File: config.mk
export PLATFORM = sky130hd
export DESIGN_NAME = pattern_detector_fsm
export DESIGN_NICKNAME = d
export VERILOG_FILES = /design/src/rtl/pattern_detector_fsm.sv
export SDC_FILE = /design/constraint.sdc
export NUM_CORES = 1
export LEC_CHECK = 0
export BUFFER_PORTS_ARGS = -buffer_cell sky130_fd_sc_hd__buf_2
export CORE_UTILIZATION = 53
export DETAILED_ROUTE_END_ITERATION = 16
export GPL_TIMING_DRIVEN = 0
export PLACE_DENSITY = 0.77
export SLEW_MARGIN = 0
export SYNTH_ARGS = -nofsm -noshare
export SYNTH_HDL_FRONTEND = slang
export SYNTH_SLANG_ARGS = --single-unit
File: constraint.sdc
create_clock -name clk -period 2.51 [get_ports clk]
set_clock_uncertainty 0.2 [all_clocks]
set_input_delay 0 -clock clk [delete_from_list [all_inputs] [get_ports clk]]
set_output_delay 0 -clock clk [all_outputs]
set_load 0.01 [all_outputs]
File: src/rtl/pattern_detector_fsm.sv
// Bit-serial Moore pattern detector: programmable pattern, overlap mode, input qualifier and
// saturating match counter. Define PATDET_MASK_EN to add a per-bit don't-care mask (pat_mask).
module pattern_detector_fsm #(
    parameter int               PAT_W   = 4,
    parameter logic [PAT_W-1:0] RST_PAT = 4'b0101,
    parameter int               CNT_W   = 8
) (
    input  logic             clk,
    input  logic             reset,
    input  logic             pat_load,
    input  logic [PAT_W-1:0] pat_in,
`ifdef PATDET_MASK_EN
    input  logic [PAT_W-1:0] pat_mask,
`endif
    input  logic             overlap,
    input  logic             a_valid,
    input  logic             a,
    input  logic             cnt_clr,
    output logic             y,
    output logic [CNT_W-1:0] match_cnt,
    output logic             cnt_sat
);

    localparam int                FILL_W    = $clog2(PAT_W + 1);
    localparam logic [FILL_W-1:0] FILL_ONE  = FILL_W'(1);
    localparam logic [FILL_W-1:0] FILL_FULL = FILL_W'(PAT_W);

    logic [PAT_W-1:0]  r_pat;
    logic [PAT_W-1:0]  r_hist;
    logic [FILL_W-1:0] r_fill;
    logic              r_y;
    logic [CNT_W-1:0]  r_cnt;

    logic              w_accept;
    logic [PAT_W-1:0]  w_hist_next;
    logic [FILL_W-1:0] w_fill_inc;
    logic [FILL_W-1:0] w_fill_next;
    logic [PAT_W-1:0]  w_care;
    logic              w_match;
    logic              w_hit;
    logic              w_cnt_full;

`ifdef PATDET_MASK_EN
    logic [PAT_W-1:0]  r_mask;

    always_ff @(posedge clk or posedge reset) begin
        if (reset) begin
            r_mask <= '0;
        end else if (pat_load) begin
            r_mask <= pat_mask;
        end
    end

    assign w_care = ~r_mask;
`else
    assign w_care = '1;
`endif

    // A bit is only taken when no pattern load competes for the same cycle.
    assign w_accept    = a_valid & ~pat_load;
    assign w_hist_next = {r_hist[PAT_W-2:0], a};
    assign w_fill_inc  = (r_fill == FILL_FULL) ? FILL_FULL : (r_fill + FILL_ONE);
    // Non-overlapping: after a reported match, the current bit starts a fresh window.
    assign w_fill_next = (!overlap && r_y) ? FILL_ONE : w_fill_inc;
    assign w_match     = (w_fill_next == FILL_FULL) &&
                         (((w_hist_next ^ r_pat) & w_care) == '0);
    assign w_hit       = w_accept & w_match;
    assign w_cnt_full  = &r_cnt;

    always_ff @(posedge clk or posedge reset) begin
        if (reset) begin
            r_pat  <= RST_PAT;
            r_hist <= '0;
            r_fill <= '0;
            r_y    <= 1'b0;
        end else if (pat_load) begin
            r_pat  <= pat_in;
            r_fill <= '0;
            r_y    <= 1'b0;
        end else if (a_valid) begin
            r_hist <= w_hist_next;
            r_fill <= w_fill_next;
            r_y    <= w_match;
        end
    end

    // Clear takes effect first, so a coincident match leaves the count at one.
    always_ff @(posedge clk or posedge reset) begin
        if (reset) begin
            r_cnt <= '0;
        end else if (cnt_clr) begin
            r_cnt <= w_hit ? CNT_W'(1) : '0;
        end else if (w_hit && !w_cnt_full) begin
            r_cnt <= r_cnt + CNT_W'(1);
        end
    end

    assign y         = r_y;
    assign match_cnt = r_cnt;
    assign cnt_sat   = w_cnt_full;

endmodule

==> flow_summary.toml, run 1 <==
[detailed_routing]
wire_per_inst_um = 13.9
route.detailed.drc = 0
detail-route-antenna-nets = 0
drt_wl_total_mm = 2.09
drt-initial-drc-count = 9
vias = 824
drtPass1Iterations = 4
detail_route.vias_per_cell = 5.49

[critical_path]
cp-end-kind = "register"
max_stage_delay_ns = 0.52
r2r_slack_ns = 0.13
critPathKind = "reg2reg"
critical_path_buf_inv_count = 1
r2r_end = "match_cnt[5]"
critPathMaxFanout = 5
start_kind = "register"
crit_family = "simple AND/OR/NAND/NOR gates"
crit_chain = "inv_1, ha_1, and3b_2, nor3_2, nand4b_2, or4_1, a21oi_1"
r2r-start = "r_fill[0]"
cp.required_ns = 2.54
crit_arrival_ns = 2.41
critPathSlowestCell = "or4_1"
reg2reg_depth = 7

[final_layout]
num-nets-final = 140
final_cells = 150
drive_above_1_share_pct = 30.4
layout_common_cells = "buf_2 (18), dfrtp_1 (17), dlygate4sd3_1 (11)"
area_growth_pct = 25.0
diodes = 0
mostFrequentLayoutCell = "buf_2"

[run]
max-cap-violations = 0

[die]
io_pins = 21
fp.dieH_um = 46.1
placementRows = 15
initial_core_util_pct = 57.8
fp.dieArea_mm2 = 0.00212
die-width_um = 46.1
core_mm2 = 0.00178

[grt]
grt_max_degree = 20
antenna_found_initial = 0
grt_overflow = 0
grt_pass1_wl_mm = 3.33
grt_pass1_vias = 781
grt_usage_pct = 22.4

[placement]
hpwl_mm = 1.47
place_congestion = 0.820
io_buffers = 18
dp_cells = 135

[clock_tree]
insertion_delay_ns = 0.30
post_cts_resized = 0
htree_levels = 1
cts_buffers = 3
clock_sinks = 19
clock_path_buffers = 2
clkTransAtPathRegs_ns = 0.11
cts_tree = "built"
cts-root-buf = "clkbuf_4"

[synth]
synthArstFlopShare_pct = 100
synth_edf_count = 0
ys_seq_area_share_pct = 46.4
synthFlopType = "dfrtp_1"
avgSynthCellArea_um2 = 11.2
synthDistinctLibCells = 33
ys_ff_latch = 19
synth.yosys.warnings = 0
synth_area_mm2 = 0.00103
syn_inst = 92
postSynthNetCount = 106

[run_status]
outcome = "completed"

[timing]
hold_violations = 0
tightest_slew_ns = 0.747
rsz0062_at_grt = "no"
setup_violations = 0
fmax_ghz = 0.420
setup_tns_ns = 0
slew_headroom_pct = 50.1
slew_violations = 0
min_period_ns = 2.38
fin_crit_sh_pct = 94.9

[pwr]
powerDensity_mw_per_mm2 = 468
p_leak_uw = 0.000607
finalPower_uw = 602
ir_drop_v = 0.000509

[worst_hold_path]
hp-start = "overlap"
holdPathStages = 5
hold_end = "match_cnt[0]"
min_path_type = "in2reg"
-- Yosys cell counts, drive strengths merged (3+ instances only) --
cell type   n  area [um2]
dfrtp      17         425
a21oi       8        40.0
nor2        8        32.5
mux2        7        78.8
inv         4        15.0
nand3       4        20.0
xor2        4        35.0
buf         3        26.3
ha          3        37.5
nand2       3        11.3
o21ai       3        15.0
o31ai       3        22.5
or3         3        18.8
or4         3        22.5
-- cell type report --
type                            instances  area (um2)
Buffer                                  3        26.3
Clock buffer                            4        26.3
Fill cell                             137         495
Inverter                                4        15.0
Multi-Input combinational cell         66         510
Sequential cell                        19         478
Tap cell                               25        31.3
Timing Repair Buffer                   29         200
-- repair_timing --
action                                 4_1_cts  5_1_grt
hold buffers                                11        0
endpoints found under the hold margin       35        0
setup buffers                                0        0
-- state kept, by name (all words and copies together) (netlist names) --
name,count
r_hist,3
y,1
r_pat,4
match_cnt,8
r_fill,3
-- tightest hold or removal path, cell delays in order --
cell,delay (ns)
buf_2,0.11
nor2b_4,0.18
nor3_2,0.10
o211ai_1,0.10
nand2_1,0.06
-- metrics by stage --
stage | worst slack, ns | hold slack (ns) | area (um2) | utilization, %
after floorplan | 0.413 | -0.250 | 1030 | -
after detailed placement | 0.146 | -0.0391 | 1150 | 64.6
after global placement | 0.272 | -0.0450 | 1150 | 64.6
after CTS | 0.121 | 0.0825 | 1290 | 72.2
after global routing | 0.0156 | 0.111 | 1290 | 72.2
final | 0.127 | 0.0728 | 1290 | 72.2
-- logic make-up after synthesis --
family,after synthesis,synth area share (%)
AO/OA/AOI/OAI,17,9.84
XOR/XNOR,4,3.40
adder cells (fa/ha/maj),3,3.65
buffers and inverters,7,4.01
flip-flops,19,46.4
multiplexers,9,9.60
AND/OR/NAND/NOR,33,23.1
-- report_power, final --
group / leakage [uW] / internal (uW) / total (uW) / switching [uW]
Sequential: 0.000246 / 329 / 346 / 16.6
Combinational: 0.000346 / 49.6 / 93.2 / 43.6
Clock: 0.0000150 / 62.0 / 163 / 101
-- routing by layer --
| layer | track usage [%] | share of wire (%) | routed length (um) | up-vias |
|---|---|---|---|---|
| li1 | - | - | - | 397 |
| met1 | 26.1 | 46 | 958 | 398 |
| met2 | 39.2 | 50 | 1040 | 23 |
| met3 | 4.71 | 2.7 | 57 | 6 |
| met4 | 10.0 | 1.8 | 38 | 0 |
| met5 | 0 | 0 | 0 | - |
-- worst max path at each step --
stage                          from            to  depth (start not counted)
after floorplan           r_fill[0]  match_cnt[3]                          8
after global placement    r_fill[0]  match_cnt[3]                          8
after detailed placement  r_fill[0]  match_cnt[5]                          7
after CTS                 r_fill[0]  match_cnt[5]                          7
after global routing      r_fill[0]  match_cnt[5]                          7
final                     r_fill[0]  match_cnt[5]                          7
(Power assumes the default switching activity.)
==> run 2: changes to the inputs <==
Settings changed: CELL_PAD_IN_SITES_DETAIL_PLACEMENT set to 0, CELL_PAD_IN_SITES_GLOBAL_PLACEMENT set to 2, CORE_UTILIZATION 53 to 30, CTS_CLUSTER_DIAMETER set to 30, PLACE_DENSITY 0.77 to not set, PLACE_DENSITY_LB_ADDON set to 0.1.
Clock period 2.51 ns to 1.9 ns, I/O delays scaled along.
==> flow_summary.toml, run 2 (same netlist as run 1, synthesis figures left out) <==
[timing]
fmax_ghz = 0.475
setup_violations = 7
slew_violations = 0
slew_headroom_pct = 50.3
setup_ws_ns = -0.207
fin_crit_sh_pct = 111
hold_violations = 0
min_period_ns = 2.11
tightest_slew_ns = 0.744
rsz0062_at_grt = "yes"

[detailed_routing]
met2RoutedLength_mm = 1.20
drt-initial-drc-count = 28
drtPass1Iterations = 6
routed-wl-met3_um = 108
drt_wl_total_mm = 2.41
met1_length_mm = 1.08
route.detailed.drc = 0
wire_per_inst_um = 13.2
detail-route-antenna-nets = 0
vias = 863
detail_route.vias_per_cell = 4.72
routed.top_layer = "met4"

[critical_path]
crit_end = "match_cnt[5]"
start_kind = "register"
cp.depth = 7
r2r_slack_ns = -0.21
cp.required_ns = 1.93
max_stage_delay_ns = 0.51
r2r-start = "r_fill[0]"
r2r_end = "match_cnt[5]"
critical_path_buf_inv_count = 1
reg2reg_depth = 7
startpoint = "r_fill[0]"
critPathSlowestCell = "or4_1"
critPathKind = "reg2reg"
crit_family = "simple AND/OR/NAND/NOR gates"
crit_arrival_ns = 2.14
crit_chain = "inv_2, ha_4, and3b_2, nor3_4, nand4b_4, or4_1, a21oi_2"
cp-end-kind = "register"
critPathMaxFanout = 5

[clock_tree]
cts_buffers = 3
cts_tree = "built"
clkTransAtPathRegs_ns = 0.12
clock_sinks = 19
insertion_delay_ns = 0.31
clock_path_buffers = 2
cts-root-buf = "clkbuf_4"
htree_levels = 1

[die]
core_mm2 = 0.00315
initial_core_util_pct = 32.7
io_pins = 21
die-width_um = 60.6
fp.dieArea_mm2 = 0.00367
fp.dieH_um = 60.6
placementRows = 20

[pwr]
powerDensity_mw_per_mm2 = 565
p_leak_uw = 0.000685
ir_drop_v = 0.000354
finalPower_uw = 845

[final_layout]
final_cells = 183
largest_reg_flops = 8
layout_common_cells = "dlygate4sd3_1 (18), buf_2 (18), dfrtp_1 (17)"
diodes = 0
area_growth_pct = 45.2
final_util_pct = 47.4
num-nets-final = 154
drive_above_1_share_pct = 38.8

[grt]
grt_max_degree = 20
grt_overflow = 0
grt_pass1_vias = 924
antenna_found_initial = 0
grt_usage_pct = 15.6
grt_pass1_wl_mm = 4.17

[worst_hold_path]
min_path_type = "in2reg"
hp-start = "a_valid"
holdPathStages = 6

[placement]
dp_cells = 154
place_congestion = 0.693
hpwl_mm = 1.55
io_buffers = 18
post-place-ws_ns = -0.275

[run_status]
violations = "setup timing"
outcome = "complete, but fails checks"

[run]
max-cap-violations = 0
run 2: stage by stage:
step	TNS (ns)	hold slack [ns]	instance area, um2
detailed placement	-1.42	-0.0300	1200
finish	-1.06	0.0921	1500
floorplan	-0.230	-0.250	1060
global placement	-1.18	-0.0189	1200
global route	-1.83	0.0952	1500
CTS	-1.47	0.0710	1470
run 2: power breakdown:
group	internal (uW)	switching, uW
Sequential	435	22.6
Clock	78.5	133
Combinational	96.0	80.2
run 2: cell type report:
class | count | area, um2
fillers | 324 | 1660
multi-input cells | 66 | 567
flip-flops and latches | 19 | 478
repair buffers | 43 | 327
well taps | 44 | 55.1
plain buffers | 3 | 26.3
clock buffers | 3 | 22.5
inverters | 4 | 15.0
clock inverters | 1 | 5.00
run 2: worst min-delay path by stage:
stage                   end  slack, ns
2_1_floorplan  match_cnt[0]      -0.25
3_3_place_gp   match_cnt[5]      -0.02
3_5_place_dp   match_cnt[5]      -0.03
4_1_cts        match_cnt[7]       0.07
5_1_grt        match_cnt[6]        0.1
6_report       match_cnt[7]       0.09
run 2: layer usage:
layer	vias to the layer above	GRT usage, %
met3	2	4.48
met2	16	28.6
met5	-	0
li1	429	-
met4	0	3.90
met1	416	17.8
run 2: tightest hold or removal path: stages:
cell,delay (ns)
buf_2,0.14
nand2b_4,0.10
nor4_4,0.05
nand4b_4,0.10
or4_1,0.10
a21oi_1,0.06
run 2: what timing repair did:
item | CTS | global route
endpoints found under the setup margin | 8 | 9
hold buffers | 18 | 1
pin swaps | 3 | 2
setup buffers | 6 | 1
hold endpoints to repair | 36 | 2
resized for setup | 2 | 4
